### config.mk
export PLATFORM = sky130hd
export DESIGN_NAME = mem_lane_aligner
export DESIGN_NICKNAME = d
export VERILOG_FILES = /design/src/rtl/mem_lane_pkg.sv /design/src/rtl/mem_lane_extract.sv /design/src/rtl/mem_lane_aligner.sv
export SDC_FILE = /design/constraint.sdc
export NUM_CORES = 1
export LEC_CHECK = 0
export ABC_AREA = 1
export BUFFER_PORTS_ARGS = -buffer_cell sky130_fd_sc_hd__buf_2
export CELL_PAD_IN_SITES_DETAIL_PLACEMENT = 1
export CELL_PAD_IN_SITES_GLOBAL_PLACEMENT = 1
export CORE_MARGIN = 2
export CORE_UTILIZATION = 34
export DETAILED_ROUTE_END_ITERATION = 16
export PLACE_DENSITY = 0.78
export SETUP_SLACK_MARGIN = 0.4
export SLEW_MARGIN = 5
export SYNTH_ARGS = -nofsm -noshare
export SYNTH_HDL_FRONTEND = slang
export SYNTH_SLANG_ARGS = --single-unit
### constraint.sdc
create_clock -name i_clk -period 3 [get_ports i_clk]
set_clock_uncertainty 0.2 [all_clocks]
set_input_delay 0.15 -clock i_clk [delete_from_list [all_inputs] [get_ports i_clk]]
set_output_delay 0.15 -clock i_clk [all_outputs]
set_load 0.01 [all_outputs]
### src/rtl/mem_lane_pkg.sv
// Shared definitions for the byte-lane aligner: funct3 width codes, FSM states and width helpers.
package mem_lane_pkg;

    localparam logic [1:0] F3_BYTE = 2'b00;
    localparam logic [1:0] F3_HALF = 2'b01;
    localparam logic [1:0] F3_WORD = 2'b10;

    typedef enum logic [2:0] {
        ST_IDLE,
        ST_BEAT0,
        ST_WAIT0,
        ST_BEAT1,
        ST_WAIT1,
        ST_RESP
    } state_t;

    function automatic logic [2:0] f3_bytes(input logic [1:0] w);
        case (w)
            F3_BYTE: return 3'd1;
            F3_HALF: return 3'd2;
            default: return 3'd4;
        endcase
    endfunction

    // Unsigned word does not exist in RV32I and stores have no signedness.
    function automatic logic f3_illegal(input logic [2:0] f3, input logic we);
        return (f3[1:0] == 2'b11) || (f3[2:1] == 2'b11) || (we && f3[2]);
    endfunction

endpackage

### src/rtl/mem_lane_extract.sv
// Combinational load-lane extraction: merges this beat's lanes into the partial word and extends it.
module mem_lane_extract
    import mem_lane_pkg::*;
#(
    parameter int LINE_BYTES = 16,
    parameter int XLEN       = 32,
    parameter int OFF_W      = $clog2(LINE_BYTES)
) (
    input  logic [8*LINE_BYTES-1:0] i_rdata,
    input  logic [OFF_W-1:0]        i_off,
    input  logic [2:0]              i_funct3,
    input  logic                    i_beat1,
    input  logic [XLEN-1:0]         i_acc,
    output logic [XLEN-1:0]         o_merged,
    output logic [XLEN-1:0]         o_ext
);

    localparam int NB = XLEN / 8;

    function automatic logic [XLEN-1:0] extend(input logic [XLEN-1:0] v, input logic [1:0] w,
                                               input logic uns);
        logic [XLEN-1:0] r;
        r = v;
        case (w)
            F3_BYTE: r = {{(XLEN-8){~uns & v[7]}}, v[7:0]};
            F3_HALF: r = {{(XLEN-16){~uns & v[15]}}, v[15:0]};
            default: r = v;
        endcase
        return r;
    endfunction

    // Access byte k sits at lane off+k; lanes past the line end arrive in the second beat.
    always_comb begin
        o_merged = i_acc;
        for (int k = 0; k < NB; k++) begin
            if (k < int'(f3_bytes(i_funct3[1:0]))) begin
                if (!i_beat1 && (int'(i_off) + k < LINE_BYTES))
                    o_merged[8*k +: 8] = 8'(i_rdata >> (8 * (int'(i_off) + k)));
                else if (i_beat1 && (int'(i_off) + k >= LINE_BYTES))
                    o_merged[8*k +: 8] = 8'(i_rdata >> (8 * (int'(i_off) + k - LINE_BYTES)));
            end
        end
        o_ext = extend(o_merged, i_funct3[1:0], i_funct3[2]);
    end

endmodule

### src/rtl/mem_lane_aligner.sv
// Scalar load/store to wide-line byte-lane aligner. Define MEM_LANE_SPLIT_EN to split
// line-crossing accesses into two beats; otherwise such accesses complete with an error.
module mem_lane_aligner
    import mem_lane_pkg::*;
#(
    parameter int LINE_BYTES = 16,
    parameter int ADDR_W     = 32,
    parameter int XLEN       = 32
) (
    input  logic                    i_clk,
    input  logic                    i_rst_n,
    input  logic                    i_req_valid,
    output logic                    o_req_ready,
    input  logic                    i_req_we,
    input  logic [2:0]              i_req_funct3,
    input  logic [ADDR_W-1:0]       i_req_addr,
    input  logic [XLEN-1:0]         i_req_wdata,
    output logic                    o_bus_valid,
    input  logic                    i_bus_ready,
    output logic                    o_bus_we,
    output logic [ADDR_W-1:0]       o_bus_line_addr,
    output logic [LINE_BYTES-1:0]   o_bus_byte_en,
    output logic [8*LINE_BYTES-1:0] o_bus_wdata,
    input  logic                    i_bus_rvalid,
    input  logic [8*LINE_BYTES-1:0] i_bus_rdata,
    output logic                    o_resp_valid,
    output logic                    o_resp_err,
    output logic [XLEN-1:0]         o_resp_rdata
);

    localparam int OFF_W = $clog2(LINE_BYTES);
    localparam int DW    = 8 * LINE_BYTES;
`ifdef MEM_LANE_SPLIT_EN
    localparam int MW = LINE_BYTES + 3;
    localparam int WW = DW + XLEN;
`else
    localparam int MW = LINE_BYTES;
    localparam int WW = DW;
`endif

    state_t                  r_state;
    logic                    r_we;
    logic [2:0]              r_f3;
    logic [OFF_W-1:0]        r_off;
    logic [XLEN-1:0]         r_acc;
    logic                    r_req_ready;
    logic                    r_bus_valid;
    logic                    r_bus_we;
    logic [ADDR_W-1:0]       r_bus_line_addr;
    logic [LINE_BYTES-1:0]   r_bus_byte_en;
    logic [DW-1:0]           r_bus_wdata;
    logic                    r_resp_valid;
    logic                    r_resp_err;
    logic [XLEN-1:0]         r_resp_rdata;
`ifdef MEM_LANE_SPLIT_EN
    logic                    r_split;
    logic [ADDR_W-1:0]       r_line1;
    logic [LINE_BYTES-1:0]   r_en1;
    logic [DW-1:0]           r_wd1;
    logic [ADDR_W-1:0]       w_line1;
`endif

    logic [OFF_W-1:0]  w_off;
    logic [2:0]        w_n;
    logic [MW-1:0]     w_base;
    logic [MW-1:0]     w_mask;
    logic [XLEN-1:0]   w_wmask;
    logic [WW-1:0]     w_wide;
    logic [ADDR_W-1:0] w_line0;
    logic [OFF_W:0]    w_end;
    logic              w_cross;
    logic              w_illegal;
    logic [XLEN-1:0]   w_merged;
    logic [XLEN-1:0]   w_ext;

    assign w_off     = i_req_addr[OFF_W-1:0];
    assign w_n       = f3_bytes(i_req_funct3[1:0]);
    assign w_base    = (w_n == 3'd1) ? MW'(1) : (w_n == 3'd2) ? MW'(3) : MW'(15);
    assign w_mask    = w_base << w_off;
    assign w_wmask   = (w_n == 3'd1) ? XLEN'(8'hFF) : (w_n == 3'd2) ? XLEN'(16'hFFFF) : '1;
    assign w_wide    = WW'(i_req_wdata & w_wmask) << {w_off, 3'b000};
    assign w_line0   = {i_req_addr[ADDR_W-1:OFF_W], {OFF_W{1'b0}}};
    assign w_end     = {1'b0, w_off} + (OFF_W+1)'(w_n);
    assign w_cross   = w_end > (OFF_W+1)'(LINE_BYTES);
    assign w_illegal = f3_illegal(i_req_funct3, i_req_we);
`ifdef MEM_LANE_SPLIT_EN
    // Line address arithmetic wraps modulo 2^ADDR_W at the top of memory.
    assign w_line1   = w_line0 + ADDR_W'(LINE_BYTES);
`endif

    mem_lane_extract #(
        .LINE_BYTES (LINE_BYTES),
        .XLEN       (XLEN),
        .OFF_W      (OFF_W)
    ) u_extract (
        .i_rdata  (i_bus_rdata),
        .i_off    (r_off),
        .i_funct3 (r_f3),
        .i_beat1  (r_state == ST_WAIT1),
        .i_acc    (r_acc),
        .o_merged (w_merged),
        .o_ext    (w_ext)
    );

    always_ff @(posedge i_clk or negedge i_rst_n) begin
        if (!i_rst_n) begin
            r_state         <= ST_IDLE;
            r_we            <= 1'b0;
            r_f3            <= '0;
            r_off           <= '0;
            r_acc           <= '0;
            r_req_ready     <= 1'b0;
            r_bus_valid     <= 1'b0;
            r_bus_we        <= 1'b0;
            r_bus_line_addr <= '0;
            r_bus_byte_en   <= '0;
            r_bus_wdata     <= '0;
            r_resp_valid    <= 1'b0;
            r_resp_err      <= 1'b0;
            r_resp_rdata    <= '0;
`ifdef MEM_LANE_SPLIT_EN
            r_split         <= 1'b0;
            r_line1         <= '0;
            r_en1           <= '0;
            r_wd1           <= '0;
`endif
        end else begin
            r_resp_valid <= 1'b0;
            case (r_state)
                ST_IDLE: begin
                    r_req_ready <= 1'b1;
                    if (r_req_ready && i_req_valid) begin
                        r_req_ready <= 1'b0;
                        r_we        <= i_req_we;
                        r_f3        <= i_req_funct3;
                        r_off       <= w_off;
                        r_acc       <= '0;
`ifdef MEM_LANE_SPLIT_EN
                        r_split     <= w_cross;
                        r_line1     <= w_line1;
                        r_en1       <= {{(LINE_BYTES-3){1'b0}}, w_mask[MW-1:LINE_BYTES]};
                        r_wd1       <= i_req_we ? DW'(w_wide[WW-1:DW]) : '0;
                        if (w_illegal) begin
`else
                        if (w_illegal || w_cross) begin
`endif
                            r_resp_valid <= 1'b1;
                            r_resp_err   <= 1'b1;
                            r_resp_rdata <= '0;
                            r_state      <= ST_RESP;
                        end else begin
                            r_bus_valid     <= 1'b1;
                            r_bus_we        <= i_req_we;
                            r_bus_line_addr <= w_line0;
                            r_bus_byte_en   <= w_mask[LINE_BYTES-1:0];
                            r_bus_wdata     <= i_req_we ? w_wide[DW-1:0] : '0;
                            r_state         <= ST_BEAT0;
                        end
                    end
                end
                ST_BEAT0, ST_BEAT1: begin
                    if (i_bus_ready) begin
`ifdef MEM_LANE_SPLIT_EN
                        // A split store streams its second beat back-to-back.
                        if (r_we && r_split && (r_state == ST_BEAT0)) begin
                            r_bus_line_addr <= r_line1;
                            r_bus_byte_en   <= r_en1;
                            r_bus_wdata     <= r_wd1;
                            r_state         <= ST_BEAT1;
                        end else
`endif
                        begin
                            r_bus_valid     <= 1'b0;
                            r_bus_we        <= 1'b0;
                            r_bus_line_addr <= '0;
                            r_bus_byte_en   <= '0;
                            r_bus_wdata     <= '0;
                            if (r_we) begin
                                r_resp_valid <= 1'b1;
                                r_resp_err   <= 1'b0;
                                r_resp_rdata <= '0;
                                r_state      <= ST_RESP;
                            end
`ifdef MEM_LANE_SPLIT_EN
                            else if (r_state == ST_BEAT1)
                                r_state <= ST_WAIT1;
`endif
                            else
                                r_state <= ST_WAIT0;
                        end
                    end
                end
                ST_WAIT0, ST_WAIT1: begin
                    if (i_bus_rvalid) begin
                        r_acc <= w_merged;
`ifdef MEM_LANE_SPLIT_EN
                        if (r_split && (r_state == ST_WAIT0)) begin
                            r_bus_valid     <= 1'b1;
                            r_bus_we        <= 1'b0;
                            r_bus_line_addr <= r_line1;
                            r_bus_byte_en   <= r_en1;
                            r_bus_wdata     <= '0;
                            r_state         <= ST_BEAT1;
                        end else
`endif
                        begin
                            r_resp_valid <= 1'b1;
                            r_resp_err   <= 1'b0;
                            r_resp_rdata <= w_ext;
                            r_state      <= ST_RESP;
                        end
                    end
                end
                ST_RESP: begin
                    r_resp_err   <= 1'b0;
                    r_resp_rdata <= '0;
                    r_req_ready  <= 1'b1;
                    r_state      <= ST_IDLE;
                end
                default: r_state <= ST_IDLE;
            endcase
        end
    end

    assign o_req_ready     = r_req_ready;
    assign o_bus_valid     = r_bus_valid;
    assign o_bus_we        = r_bus_we;
    assign o_bus_line_addr = r_bus_line_addr;
    assign o_bus_byte_en   = r_bus_byte_en;
    assign o_bus_wdata     = r_bus_wdata;
    assign o_resp_valid    = r_resp_valid;
    assign o_resp_err      = r_resp_err;
    assign o_resp_rdata    = r_resp_rdata;

endmodule

==> metrics.cfg <==
[yosys]
postSynthCellCount = 2710
postSynth.topFlopCell = dfrtp_1
synth_top_cells_by_area = dfrtp_1 37%, nand2_1 22%, nand3_1 10%
postSynthAreaPerCell_sq_um = 6.36
synth_edf_count = 0
synthesis.area_sq_um = 17200
yosysWarnings = 0
synth.largest_area_cell = dfrtp_1
asyncSetResetFlopFracSynth_pct = 100
synth_top_cell_area_share_pct = 36.6
seq_area_frac_synth_pct = 36.6
synth-seq-cells = 252
synth.distinct_cells = 45

[worst_hold_path]
worst_hold_path_type = primary input to asynchronous set/reset pin

[route]
drt_iter0_drc = 1573
drt.antenna.violating_nets = 0
drt_wl_total_um = 88900
firstDrtPassIters = 7
drt-wirelength-per-cell_um = 23.2
post-route-drc-count = 0
post_drt_via_cell_ratio = 5.48
vias = 21000

[sta]
final_setup_violating_endpoints = 0
rsz_0062_raised_after_global_routing = yes
finalCritPeriodShare_pct = 85.7
timing_worst_slew_pin_value_ps = 825
tns_ps = 0
timing.final.crit_period_ps = 2570
final_max_slew_viol_count = 0
max_freq_mhz = 389
headroom_to_the_max_slew_limit_pct = 45.0
finalHoldViolCount = 0

[layout]
final_cell_count_no_fill = 3838
area.growth.synth_to_final_pct = 28.5
drive_gt1_share_pct = 20.6
fill_cell_instance_count_of_the_final_layout = 6691
layout_net_count = 3356

[global_route]
number_of_global_route_vias_before_repair = 21800
grt_antenna_before_repair = 5
grt_start_max_net_pins = 95
global_route.usage.total_pct = 32.4
grt_overflow_total = 0
grt_first_pass_wirelength_um = 132000

[setup_path]
worstSetupEndpointType = register
setup.worst_path.start_class = register
cp.required_ps = 3230
setup.worst_path.class = register to register
path_cells = buf_4 > ha_1 > inv_4 > buf_12 > nand3_1 > nand3_1 > nand3_1 > nand3_1 > nand3_1 > nand2_1 > a21oi_1 > nand2_1 > nand2_1
critical_path.slowest_cell = dfrtp_2
cpPeakStageDelay_ps = 470
worst_path_most_repeated_cell = nand3_1
critical_path.max_fanout = 12
data_arrival_at_the_endpoint_of_the_critical_path_ps = 2800

[clock_network]
clock_sink_count = 252
htree_num_levels = 1
maximum_buffer_depth_of_the_clock_tree = 3
clk_root_buffer_cell = clkbuf_16
clk_transition_reported_paths_ps = 60
cts_buffers = 29
cts_tree = done
clk-insertion-delay-late_ps = 560

[power]
p_seq_share_pct = 21.3
power_mw = 22.0
p_sw_mw = 11.5
vdd.ir_drop.worst_uv = 508
power.share.switching_pct = 52.2
power.internal_mw = 10.5
clkPwrFrac_pct = 15.6
power_density_nw_per_um2 = 992
combinational_share_of_power_pct = 63.1
cellLeakagePower_nw = 12.1

[floorplanning]
std_cell_rows = 82
initial_utilization_pct = 34.4
die_x_um = 229
core-area_sq_um = 50100
io-pin-count = 414
die_height_um = 229
die_area_sq_um = 52500

[outcome]
result_of_the_run = finished clean

[placement]
dpl.hpwl_um = 63600
place_inst = 3707
place.port_buffers = 409
routability_congestion_estimate = 0.936

[job]
max-cap-violations = 0

## what timing repair did
action	CTS	global route
resized for setup	9	65
gates cloned	0	5
hold buffers	59	0
endpoints found under the hold margin	249	0
buffers inserted	3	12
setup endpoints to repair	32	195
pin swaps	1	4
## stage by stage
step	hold slack [ps]	area, sq um	worst slack, ps	util (%)
after floorplan	-346	17300	400	-
after global placement	34.7	20200	162	40.4
after detailed placement	49.0	20200	111	40.4
after CTS	20.3	21800	400	43.5
after global routing	71.3	22200	287	44.3
final	6.58	22200	430	44.3
## routing by layer
layer	wire length [um]	vias to the layer above	global-route usage [%]
li1	-	9639	-
met1	35900	10400	40.6
met2	43200	837	55.8
met3	5610	197	5.00
met4	4090	4	12.9
met5	27	-	0
## critical path: cells and delay by family, from the launching register on
family,cells,cell delay [ps]
compound gates,1,70
fa+ha+maj,1,350
buf+inv,3,490
flops,1,470
simple gates,8,850
## power groups by stage
| stage | logic [mW] | clock network [mW] | registers, mW |
|---|---|---|---|
| 3_5_place_dp | 12.4 | 0 | 4.70 |
| 2_1_floorplan | 7.52 | 0 | 4.79 |
| 3_3_place_gp | 12.2 | 0 | 4.67 |
| 4_1_cts | 12.7 | 3.44 | 4.67 |
| 5_1_grt | 15.0 | 3.59 | 4.75 |
| 6_report | 13.9 | 3.43 | 4.69 |
## logic make-up after synthesis
family	after synthesis	synth area share [%]
simple gates	1650	39.3
compound gates	432	14.5
buf+inv	364	8.76
flops	252	36.6
fa+ha+maj	10	0.769
xor+xnor	1	0.0508
other cells	1	0.0217
## cell usage in the layout (no fill, tap or decap), types with 4 or more instances in the layout
master            n
nand2_1        1026
o21a_1            9
inv_4             5
inv_1           158
a22o_1           28
nor2_1          212
o2111ai_1         4
o22ai_1          19
o21ai_0         195
buf_6             6
buf_2           408
a21oi_1          58
clkinvlp_4        4
nand2_2           6
dfrtp_1         248
clkbuf_8          6
o31ai_1           7
conb_1            4
nor3_1            4
or2_2            21
ha_1              7
buf_4            83
nor2_2           11
clkbuf_16        33
nor2_4            5
dlygate4sd3_1    59
inv_2            15
a32o_1            8
o211ai_1         18
buf_12           14
clkbuf_1          7
nand4_1           7
a22oi_1          10
nand3_1         348
clkinv_1          4
o21ai_1          58
## Yosys cell counts, types with 2 or more instances
| cell | number |
|---|---|
| clkbuf_1 | 69 |
| inv_2 | 14 |
| buf_1 | 23 |
| o2111ai_1 | 4 |
| dfrtp_1 | 252 |
| clkinv_1 | 6 |
| o221ai_1 | 3 |
| ha_1 | 9 |
| nor3_1 | 4 |
| o31ai_1 | 7 |
| o21ai_0 | 211 |
| or2_2 | 21 |
| a32o_1 | 8 |
| a21oi_1 | 59 |
| nand4_1 | 7 |
| nand2_2 | 4 |
| nor2_2 | 5 |
| a22o_1 | 28 |
| nor2_4 | 3 |
| buf_2 | 76 |
| buf_4 | 11 |
| o22ai_1 | 19 |
| inv_1 | 164 |
| a22oi_1 | 10 |
| nand2_1 | 1031 |
| nand3_1 | 351 |
| a21oi_2 | 2 |
| nor2_1 | 220 |
| a21o_1 | 2 |
| o21ai_1 | 45 |
| o21a_1 | 9 |
| o211ai_1 | 18 |
| a221oi_1 | 3 |
## state kept, by name, indices dropped and copies added (netlist names)
signal and count:
o_bus_valid 1, o_resp_valid 1, r_f3 3, o_resp_rdata 32, r_acc 32, o_bus_line_addr 28
r_state 3, o_bus_wdata 128, r_off 4, r_we 1, o_resp_err 1, o_req_ready 1
o_bus_we 1, o_bus_byte_en 16
## path summary, 6_finish.rpt
kind	startpoint	end	slack [ps]	cells past startpoint
worst max-delay path	r_off[2]	o_resp_rdata[19]	430	13
max in group asynchronous	i_rst_n	o_bus_byte_en[11]	1700	3
worst min register to register	o_bus_valid	o_bus_valid	280	2
worst max register to register	r_off[2]	o_resp_rdata[19]	430	13
min in group i_clk	i_req_wdata[24]	o_bus_wdata[80]	50	7
worst min-delay path	i_rst_n	o_resp_rdata[18]	7	2
## area by class of cell
| class | instances | area [sq um] | area share [%] |
|---|---|---|---|
| Multi-Input combinational cell | 2097 | 9560 | 43.2 |
| Antenna cell | 3 | 7.51 | 0.0339 |
| Timing Repair inverter | 1 | 7.51 | 0.0339 |
| Clock inverter | 8 | 65.1 | 0.294 |
| Clock buffer | 41 | 821 | 3.70 |
| Sequential cell | 252 | 6310 | 28.5 |
| Inverter | 184 | 711 | 3.21 |
| Timing Repair Buffer | 580 | 3830 | 17.3 |
| Tap cell | 672 | 841 | 3.79 |
Note: power is estimated with default switching activity, not from simulation.
